`config.mk`:
```
export PLATFORM = sky130hd
export DESIGN_NAME = cfg_write_ctrl
export DESIGN_NICKNAME = d
export VERILOG_FILES = /design/src/rtl/cfg_write_ctrl.sv
export SDC_FILE = /design/constraint.sdc
export NUM_CORES = 1
export LEC_CHECK = 0
export ABC_AREA = 1
export CORE_UTILIZATION = 45
export CTS_CLUSTER_SIZE = 20
export DETAILED_ROUTE_END_ITERATION = 7
export DONT_BUFFER_PORTS = 1
export SETUP_SLACK_MARGIN = 0.1
export SLEW_MARGIN = 10
export SYNTH_ARGS = -nofsm -noshare
export SYNTH_HDL_FRONTEND = slang
export SYNTH_SLANG_ARGS = --single-unit
```
`constraint.sdc`:
```
create_clock -name clk -period 2.4 [get_ports clk]
set_clock_uncertainty 0.2 [all_clocks]
set_input_delay 0.36 -clock clk [delete_from_list [all_inputs] [get_ports clk]]
set_output_delay 0.36 -clock clk [all_outputs]
set_load 0.02 [all_outputs]
```
`src/rtl/cfg_write_ctrl.sv`:
```
// Configuration write controller: collects NUM_REGS payload bytes plus an XOR
// checksum byte from a byte stream and commits them to the config registers.
module cfg_write_ctrl #(
  parameter  int unsigned DATA_W   = 8,
  parameter  int unsigned NUM_REGS = 11,
  parameter  int unsigned TIMEOUT  = 50000,
  localparam int unsigned CNT_W    = $clog2(NUM_REGS + 2)
) (
  input  logic              clk,
  input  logic              rst_n,
  input  logic              start_wr,
  input  logic              rxrdy,
  input  logic [DATA_W-1:0] rx_data,
  input  logic              abort,
  output logic              shift_rxregs,
  output logic              load_confregs,
  output logic              done_wr,
  output logic              err_wr,
  output logic              busy,
  output logic [CNT_W-1:0]  byte_cnt,
  output logic [2:0]        wr_leds
);

  localparam int unsigned IDLE_W = $clog2(TIMEOUT + 1);

  // State encoding doubles as the LED code.
  typedef enum logic [2:0] {
    S_IDLE = 3'd0,
    S_RECV = 3'd1,
    S_LOAD = 3'd2,
    S_DONE = 3'd3,
    S_ERR  = 3'd7
  } state_t;

  state_t              state, state_d;
  logic [CNT_W-1:0]    cnt_d;
  logic [DATA_W-1:0]   acc, acc_d;
  logic [IDLE_W-1:0]   idle_cnt, idle_d;
  logic                shift_d;

  // Next-state, counters and checksum accumulator.
  always_comb begin
    state_d = state;
    cnt_d   = byte_cnt;
    acc_d   = acc;
    idle_d  = idle_cnt;
    shift_d = 1'b0;
    case (state)
      S_IDLE: begin
        if (rxrdy && start_wr && !abort) begin
          state_d = S_RECV;
          cnt_d   = CNT_W'(1);
          acc_d   = rx_data;
          idle_d  = '0;
          shift_d = 1'b1;
        end
      end
      S_RECV: begin
        if (abort || !start_wr) begin
          state_d = S_IDLE;
          cnt_d   = '0;
        end else if (rxrdy) begin
          idle_d = '0;
          if (byte_cnt == CNT_W'(NUM_REGS)) begin
            cnt_d   = CNT_W'(NUM_REGS + 1);
            state_d = (rx_data == acc) ? S_LOAD : S_ERR;
          end else begin
            cnt_d   = byte_cnt + CNT_W'(1);
            acc_d   = acc ^ rx_data;
            shift_d = 1'b1;
          end
        end else begin
          idle_d = idle_cnt + IDLE_W'(1);
          if (idle_d == IDLE_W'(TIMEOUT)) state_d = S_ERR;
        end
      end
      S_LOAD: state_d = S_DONE;
      S_DONE: begin
        state_d = S_IDLE;
        cnt_d   = '0;
      end
      S_ERR: begin
        if (!start_wr) begin
          state_d = S_IDLE;
          cnt_d   = '0;
        end
      end
      default: begin
        state_d = S_IDLE;
        cnt_d   = '0;
      end
    endcase
  end

  // State and registered outputs, decoded from the next state.
  always_ff @(posedge clk or negedge rst_n) begin
    if (!rst_n) begin
      state         <= S_IDLE;
      byte_cnt      <= '0;
      acc           <= '0;
      idle_cnt      <= '0;
      shift_rxregs  <= 1'b0;
      load_confregs <= 1'b0;
      done_wr       <= 1'b0;
      err_wr        <= 1'b0;
      busy          <= 1'b0;
      wr_leds       <= 3'd0;
    end else begin
      state         <= state_d;
      byte_cnt      <= cnt_d;
      acc           <= acc_d;
      idle_cnt      <= idle_d;
      shift_rxregs  <= shift_d;
      load_confregs <= (state_d == S_LOAD);
      done_wr       <= (state_d == S_DONE);
      err_wr        <= (state_d == S_ERR);
      busy          <= (state_d == S_RECV) || (state_d == S_LOAD) || (state_d == S_DONE);
      wr_leds       <= 3'(state_d);
    end
  end

endmodule

```
# [Yosys cells after proc, flatten, opt, wreduce, memory -nomap -nowiden]
# Index checks and enable logic that the tools add are counted.
[op_classes] n_addsub=2 n_eq_ne=16 n_mux=28 n_bitwise=2 reduce_logical=12
[ops] operator="$mux W16" n=3
[ops] operator="$mux W8" n=4
[ops] operator="$pmux W16 S2" n=1
[ops] operator="$mux W3" n=7
[ops] operator="$mux W4" n=5
[ops] operator="$add A16 B1 Y16 const B" n=1
[ops] operator="$eq A16 B16 Y1 const B" n=1
[ops] operator="$pmux W4 S4" n=1
[ops] operator="$pmux W8 S2" n=1
[ops] operator="$pmux W3 S4" n=1
[ops] operator="$ne A2 B2 Y1 const B" n=5
[ops] operator="$eq A3 B2 Y1 const B" n=3
[ops] operator="$eq A8 B8 Y1" n=1
[ops] operator="$xor A8 B8 Y8" n=1
[ops] operator="$eq A3 B1 Y1 const B" n=2
[ops] operator="$eq A3 B3 Y1 const B" n=2
[ops] operator="$reduce_and A5 Y1" n=1
[ops] operator="$add A4 B1 Y4 const B" n=1
[ops] operator="$eq A4 B4 Y1 const B" n=1
[ops] operator="$mux W1" n=4
[ops] operator="$reduce_and A4 Y1" n=1
[ops] operator="$logic_not A3 Y1" n=1
[ops] operator="$logic_or A1 B1 Y1" n=3
[ops] operator="$ne A3 B3 Y1 const B" n=1
[ops] operator="6 further kinds" n=8
[word_totals] ff_bits=36 output_inout_bits=12 elab_cells=69

# [Longest topological paths before layout]
# Gate-level depths: netlist of run 1.
[logic_depth] word_depth=9 mapped_depth=15 ltp_nobuf=15

# [Worst setup path after synthesis of run 1]
# Ideal clock, no wire load.
[synth_path] path_type="register -> register" start="reg idle_cnt[1]" end="reg busy" setup_ps=113 arrival_time_ps=1543 setup_slack_ps=544 stages_incl_launch_ff=15 path_buffers=0 cell_sequence="dfrtp_1 -> ha_1 -> nand3_2 -> nor2_4 -> nand2_1 -> nand2_1 -> nand2_1 -> nor2_1 -> nand2_1 -> nor2_2 -> nand2_2 -> nand3_1 -> a21boi_2 -> nand2_1 -> inv_1"
[synth_between] elab_chain_len=9
[synth_lines] element="start, declared" line_no="38" rtl="logic [IDLE_W-1:0] idle_cnt, idle_d;"
[synth_lines] element="start signal, assigned" line_no="112" rtl="idle_cnt <= idle_d;"
[synth_lines] element="$add A16 B1 Y16 *" line_no="73" rtl="idle_d = idle_cnt + IDLE_W'(1);"
[synth_lines] element="$eq A16 B16 Y1 *" line_no="74" rtl="if (idle_d == IDLE_W'(TIMEOUT)) state_d = S_ERR;"
[synth_lines] element="$mux W3 *" line_no="74"
[synth_lines] element="$mux W3 *" line_no="62" rtl="end else if (rxrdy) begin"
[synth_lines] element="$mux W3 *" line_no="59" rtl="if (abort || !start_wr) begin"
[synth_lines] element="$pmux W3 S4 *" line_no="48" rtl="case (state)"
[synth_lines] element="$eq A3 B1 Y1 or $eq A3 B2 Y1 (tied branches)" line_no="117" rtl="busy <= (state_d == S_RECV) || (state_d == S_LOAD) || (state_d == S_DONE);"
[synth_lines] element="$logic_or A1 B1 Y1" line_no="117"
[synth_lines] element="$logic_or A1 B1 Y1 *" line_no="117"
[synth_lines] element="end signal, assigned" line_no="117"
[synth_lines] element="end, declared" line_no="19" rtl="output logic busy,"
# Mark *: on every way between the ends. The rest lies on a longest branch, timed or not.
# A chain may end at the register's enable or synchronous reset.

# [Final worst setup path of run 1]
# Same ends and word-level chain as after synthesis.

==> impl_metrics.tcl, run 1 <==
set metrics [dict create \
    status "complete, but fails checks" \
    failed_checks "DRC" \
    relSlewSlack 0.628 \
    layout.nets 300 \
    timing.fmax_ghz 0.478 \
    avgViaCountPerCell 5.28 \
    path_clk_slew_ns 0.07 \
    drc 1 \
    p_comb_frac 0.260 \
    drtPass1Iterations 6 \
    cp.arrival_ns 2.07 \
    drive_above_1_share 0.161 \
    start_util 0.483 \
    required_ns 2.38 \
    end_kind "flip-flop" \
    syn_inst 275 \
    min_period_ns 2.09 \
    vias 1779 \
    cap_violations 0 \
    rsz0062_at_grt "no" \
    most-common-layout-cells "nand2_1, dfrtp_1, inv_1, nor2_1, nand3_1" \
    syn_area_sq_um 2160 \
    finalWirelength_mm 4.40 \
    setup_tns_ns 0 \
    p_per_area_nw_per_um2 748 \
    wl_per_cell_um 13.0 \
    tightest_slew_ns 0.558 \
    synth_warnings 0 \
    die_x_um 71.3 \
    gr-total-overflow 0 \
    hold_violations 0 \
    worstSetupPathType "reg -> reg" \
    cts_root_buf "clkbuf_8" \
    antenna-diode-count 0 \
    setup_viol 0 \
    dp_hpwl_mm 3.11 \
    met3_length_um 140 \
    hp-class "in -> reg" \
    pwr-share-clk 0.262 \
    total_power_mw 1.77 \
    syn_nets 290 \
    die_h_um 71.3 \
    m1WireLength_mm 2.28 \
    io_buffers 0 \
    ios 25 \
    core.rowCount 24 \
    ys_seq_area_frac 0.417 \
    post-cts-setup-buffer-count 0 \
    fin_crit_sh 0.872 \
    gp_congestion 0.798 \
    synth_cell_type_count 31 \
    drt_iter0_drc 122 \
    path_max_fanout 5 \
    clk_path_buf_depth 2 \
    wl_met2_mm 1.95 \
    layout_commonest_cell "nand2_1" \
    top_layer "met4" \
    start_kind "flip-flop" \
    core_area_sq_um 4470 \
    syn_avg_cell_area_sq_um 7.85 \
    antenna_found_initial 0 \
    p_leak_nw 1.05 \
    p_sw_mw 0.604 \
    cts_tree "built" \
    ir_drop_mv 0.482 \
    grt_pass1_vias 1670 \
    htree_num_levels 2 \
    cts_buffers 5 \
    slew_viol_final 0 \
    grt_pass1_wl_mm 7.76 \
    p_seq_frac 0.478 \
    syn2layout_area_growth_pct 9.44 \
    p_int_mw 1.16 \
    switching_share 0.342 \
    track_usage 0.196 \
    ys_ff_latch 36 \
    cts_sinks 36 \
    ant_nets 0 \
    grt_start_max_net_pins 37 \
    dieArea_sq_um 5080 \
    insertion_delay_ns 0.28 \
]
-- final timing paths --
path,start,to,slack (ns),depth (start not counted)
worst max-delay path,idle_cnt[1],busy,0.31,14
worst min-delay path,rx_data[2],acc[2],0.03,2
worst max register to register,idle_cnt[1],busy,0.31,14
worst min register to register,acc[1],acc[1],0.31,1
max in group asynchronous,rst_n,idle_cnt[12],1.48,2
min in group asynchronous,rst_n,idle_cnt[5],0.32,2
-- cell type report --
| cell class | count | area, sq um |
|---|---|---|
| Inverter | 41 | 154 |
| Sequential cell | 36 | 901 |
| Timing Repair Buffer | 5 | 52.6 |
| Multi-Input combinational cell | 196 | 1090 |
| Tap cell | 52 | 65.1 |
| Fill cell | 418 | 2110 |
| Clock buffer | 7 | 96.3 |
-- flip-flops by register name, summed over array words and instances (netlist names) --
name / flops
idle_cnt: 16
acc: 8
byte_cnt: 4
state: 3
busy: 1
done_wr: 1
err_wr: 1
load_confregs: 1
shift_rxregs: 1
-- synthesized netlist by cell type, drive strengths merged --
cell	n	area share
nor2	25	0.057
o311ai	1	0.0041
clkbuf	2	0.0035
o211ai	4	0.014
dfrtp	36	0.42
o21a	4	0.014
o21ai	12	0.033
a21oi	6	0.014
a31oi	4	0.012
ha	2	0.012
xnor2	5	0.020
nor3	5	0.024
o22ai	9	0.026
a21boi	1	0.0052
nand4	8	0.023
a2111oi	1	0.013
xor2	6	0.024
inv	41	0.071
nand2	82	0.15
nand3	20	0.058
buf	1	0.0052
-- logic make-up after synthesis --
kind of cell	after synthesis	synth area share
adders and majority gates	2	0.0116
and+or+nand+nor	140	0.312
AOI/OAI and AO/OA	42	0.134
xor gates and xnor gates	11	0.0446
DFF	36	0.417
buffers and inverters	44	0.0800
-- power by group through the flow --
| stage | combinational (mW) | sequential (mW) | clock (mW) |
|---|---|---|---|
| 2_1_floorplan | 0.351 | 0.850 | 0 |
| 3_3_place_gp | 0.444 | 0.854 | 0 |
| 3_5_place_dp | 0.444 | 0.855 | 0 |
| 4_1_cts | 0.464 | 0.846 | 0.486 |
| 5_1_grt | 0.528 | 0.861 | 0.508 |
| 6_report | 0.459 | 0.845 | 0.463 |
-- per-stage QoR --
step | util | hold slack [ns] | instance area [sq um] | instances | worst slack, ns
floorplan | - | -0.136 | 2160 | 275 | 0.544
global placement | 0.498 | -0.134 | 2230 | 327 | 0.345
detailed placement | 0.498 | -0.134 | 2230 | 327 | 0.302
CTS | 0.526 | 0.0204 | 2350 | 336 | 0.290
global route | 0.528 | 0.0167 | 2360 | 337 | 0.0988
finish | 0.528 | 0.0279 | 2360 | 337 | 0.307
-- repair_timing --
| action | 4_1_cts | 5_1_grt |
|---|---|---|
| resized for setup | 0 | 1 |
| endpoints found under the hold margin | 36 | 0 |
| hold buffers | 2 | 0 |
| endpoints found under the setup margin | 0 | 1 |
-- per-layer routing --
layer / GRT usage / vias to the layer above
li1: - / 923
met1: 0.283 / 830
met2: 0.294 / 24
met3: 0.0520 / 2
met4: 0.0533 / 0
met5: 0 / -
-- critical path, stage by stage (launching register included) --
cell      delay (ns)
dfrtp_1         0.40
ha_2            0.23
nand3_2         0.14
nor2_4          0.19
nand2_1         0.07
nand2_1         0.07
nand2_1         0.06
nor2_1          0.09
nand2_1         0.07
nor2_2          0.10
nand2_2         0.07
nand3_1         0.09
a21boi_2        0.07
nand2_1         0.07
inv_1           0.03
Note: power is estimated with default switching activity, not from simulation.
==> inputs of run 2 (changes only) <==
--- a/config.mk
+++ b/config.mk
@@ -5,7 +5,6 @@
 export SDC_FILE = /design/constraint.sdc
 export NUM_CORES = 1
 export LEC_CHECK = 0
-export ABC_AREA = 1
 export CORE_UTILIZATION = 45
 export CTS_CLUSTER_SIZE = 20
 export DETAILED_ROUTE_END_ITERATION = 7
==> impl_metrics.tcl, run 2 <==
set metrics [dict create \
    status "complete, but fails checks" \
    failed_checks "DRC" \
    wl_per_cell_um 14.7 \
    synthArstFlopShare 1.00 \
    whs_ns 0.0244 \
    hold_violations 0 \
    drtPass1Iterations 6 \
    antenna-diode-count 0 \
    setup_viol 0 \
    die_x_um 70.5 \
    cp.arrival_ns 2.12 \
    synth-edff-count 0 \
    gr-total-overflow 0 \
    die_h_um 70.5 \
    path_clk_slew_ns 0.07 \
    tightest_slew_ns 0.528 \
    core.rowCount 24 \
    synth_top_area_frac 0.427 \
    path_max_fanout 7 \
    grt_start_max_net_pins 37 \
    most-common-layout-cells "o21ai_0, dfrtp_1, nand2_1, nand3_1, a21oi_1" \
    drive_above_1_share 0.116 \
    largest-register "idle_cnt" \
    layout_commonest_cell "o21ai_0" \
    synth_cell_type_count 45 \
    crit_chain "ha_1 > and2_2 > nand4_1 > a211o_1 > a211oi_2 > and4_2 > a211oi_1" \
    rsz0062_at_grt "no" \
    ios 25 \
    setup_tns_ns 0 \
    fin_crit_sh 0.901 \
    track_usage 0.200 \
    synth_most_common_cell "o21ai_0" \
    syn_avg_cell_area_sq_um 8.72 \
    ir_drop_mv 0.287 \
    grt_pass1_vias 1600 \
    avgViaCountPerCell 5.82 \
    grt_pass1_wl_mm 7.80 \
    max_stage_delay_ns 0.41 \
    yosys_most_used_dff "dfrtp_1" \
    min_period_ns 2.16 \
    dp_hpwl_mm 3.09 \
    antenna_found_initial 0 \
    ant_nets 0 \
    netlist.top_cell.by_area "dfrtp_1" \
    layout.nets 265 \
    setup_ws_ns 0.238 \
    insertion_delay_ns 0.30 \
    clk_path_buf_depth 2 \
    cts_root_buf "clkbuf_8" \
    total_power_mw 1.38 \
    ys_seq_area_frac 0.427 \
    start_util 0.475 \
    cts_sinks 36 \
    syn2layout_area_growth_pct 10.4 \
    worst_path_max_delay_cell "dfrtp_2" \
    hp-class "in -> reg" \
    post-place-ws_ns 0.172 \
    io_buffers 0 \
    gp_congestion 0.808 \
    drc 4 \
    cap_violations 0 \
    met3_length_um 215 \
    synthTopCellsByArea "dfrtp_1, o21ai_0, nand3_1, a21oi_1, nand2_1" \
    ys_ff_latch 36 \
    core_area_sq_um 4440 \
    htree_num_levels 2 \
    synth_warnings 0 \
    end_kind "flip-flop" \
    worstSetupPathType "reg -> reg" \
    timing.fmax_ghz 0.463 \
    m1WireLength_mm 2.28 \
    cts_buffers 5 \
    syn_area_sq_um 2110 \
    p_per_area_nw_per_um2 592 \
    top_layer "met4" \
    p_leak_nw 0.950 \
    slew_viol_final 0 \
    dieArea_sq_um 4970 \
    wl_met2_mm 1.90 \
    start_kind "flip-flop" \
    cts_tree "built" \
    largest_reg_flops 16 \
    syn_nets 257 \
    yosys-top-cells-count "o21ai_0, dfrtp_1, nand2_1, nand3_1, a21oi_1" \
    largestRegisters "idle_cnt x16, acc x8, byte_cnt x4" \
    syn_inst 242 \
    vias 1764 \
    drt_iter0_drc 167 \
    relSlewSlack 0.644 \
    finalWirelength_mm 4.45 \
    required_ns 2.36 \
]
[run 2: cell count changes after synthesis, sizes merged, moves of 5 or more]
cell / change
nor2: -8
buf: +8
o22ai: -8
xnor2: +5
nand2: -57
a21oi: +14
inv: -37
o21ai: +28
[run 2: layout make-up]
class                      count  area, sq um
tap                           52         65.1
sequential                    36          903
inverter                       4         15.0
timing repair buffer          13          115
multi-input combinational    190         1120
clock inverter                 2         35.0
clock buffer                   6         72.6
fill                         423         2120
[run 2: worst paths after layout]
path	slack, ns	to	startpoint	depth (start not counted)
max	0.24	busy	idle_cnt[0]	7
min	0.02	state[1]	rxrdy	2
max reg2reg	0.24	busy	idle_cnt[0]	7
min reg2reg	0.31	idle_cnt[15]	idle_cnt[15]	2
max in group asynchronous	1.44	idle_cnt[0]	rst_n	2
min in group asynchronous	0.36	idle_cnt[2]	rst_n	2
[run 2: what timing repair did]
| item | CTS | global route |
|---|---|---|
| buffers inserted | 0 | 0 |
| hold endpoints to repair | 37 | 0 |
| hold buffers | 3 | 0 |
| setup endpoints to repair | 0 | 4 |
| resized for setup | 0 | 4 |
[run 2: metal layers]
metal	track usage	vias up
met5	0	-
met4	0.0612	0
met3	0.0505	6
met2	0.284	40
met1	0.298	817
li1	-	901
[run 2: report_power, final]
part	total (mW)	internal [mW]	switching [mW]
sequential	0.689	0.648	0.0401
combinational	0.156	0.0724	0.0836
clock	0.533	0.308	0.225
total	1.38	1.03	0.348
[run 2: critical path: cells and delay by family, from the launching register on]
family | cells | cell delay, ns
and+or+nand+nor | 3 | 0.56
adders and majority gates | 1 | 0.21
AOI/OAI and AO/OA | 3 | 0.65
DFF | 1 | 0.41
[run 2: through the flow]
stage / instance area, sq um / util / cells
final: 2330 / 0.524 / 303
after global routing: 2330 / 0.524 / 303
after CTS: 2320 / 0.523 / 303
after detailed placement: 2170 / 0.489 / 292
after global placement: 2170 / 0.489 / 292
after floorplan: 2110 / - / 242
[run 2: kinds of logic (layout without fill, tap and decap cells)]
family,Yosys count,count (layout),share of synthesized area
AND/OR/NAND/NOR,95,95,0.244
AO/OA/AOI/OAI,79,79,0.213
flip-flops,36,36,0.427
buffers and inverters,16,25,0.0451
XOR/XNOR,13,13,0.0540
adder cells (fa/ha/maj),2,2,0.0119
multiplexers,1,1,0.00475
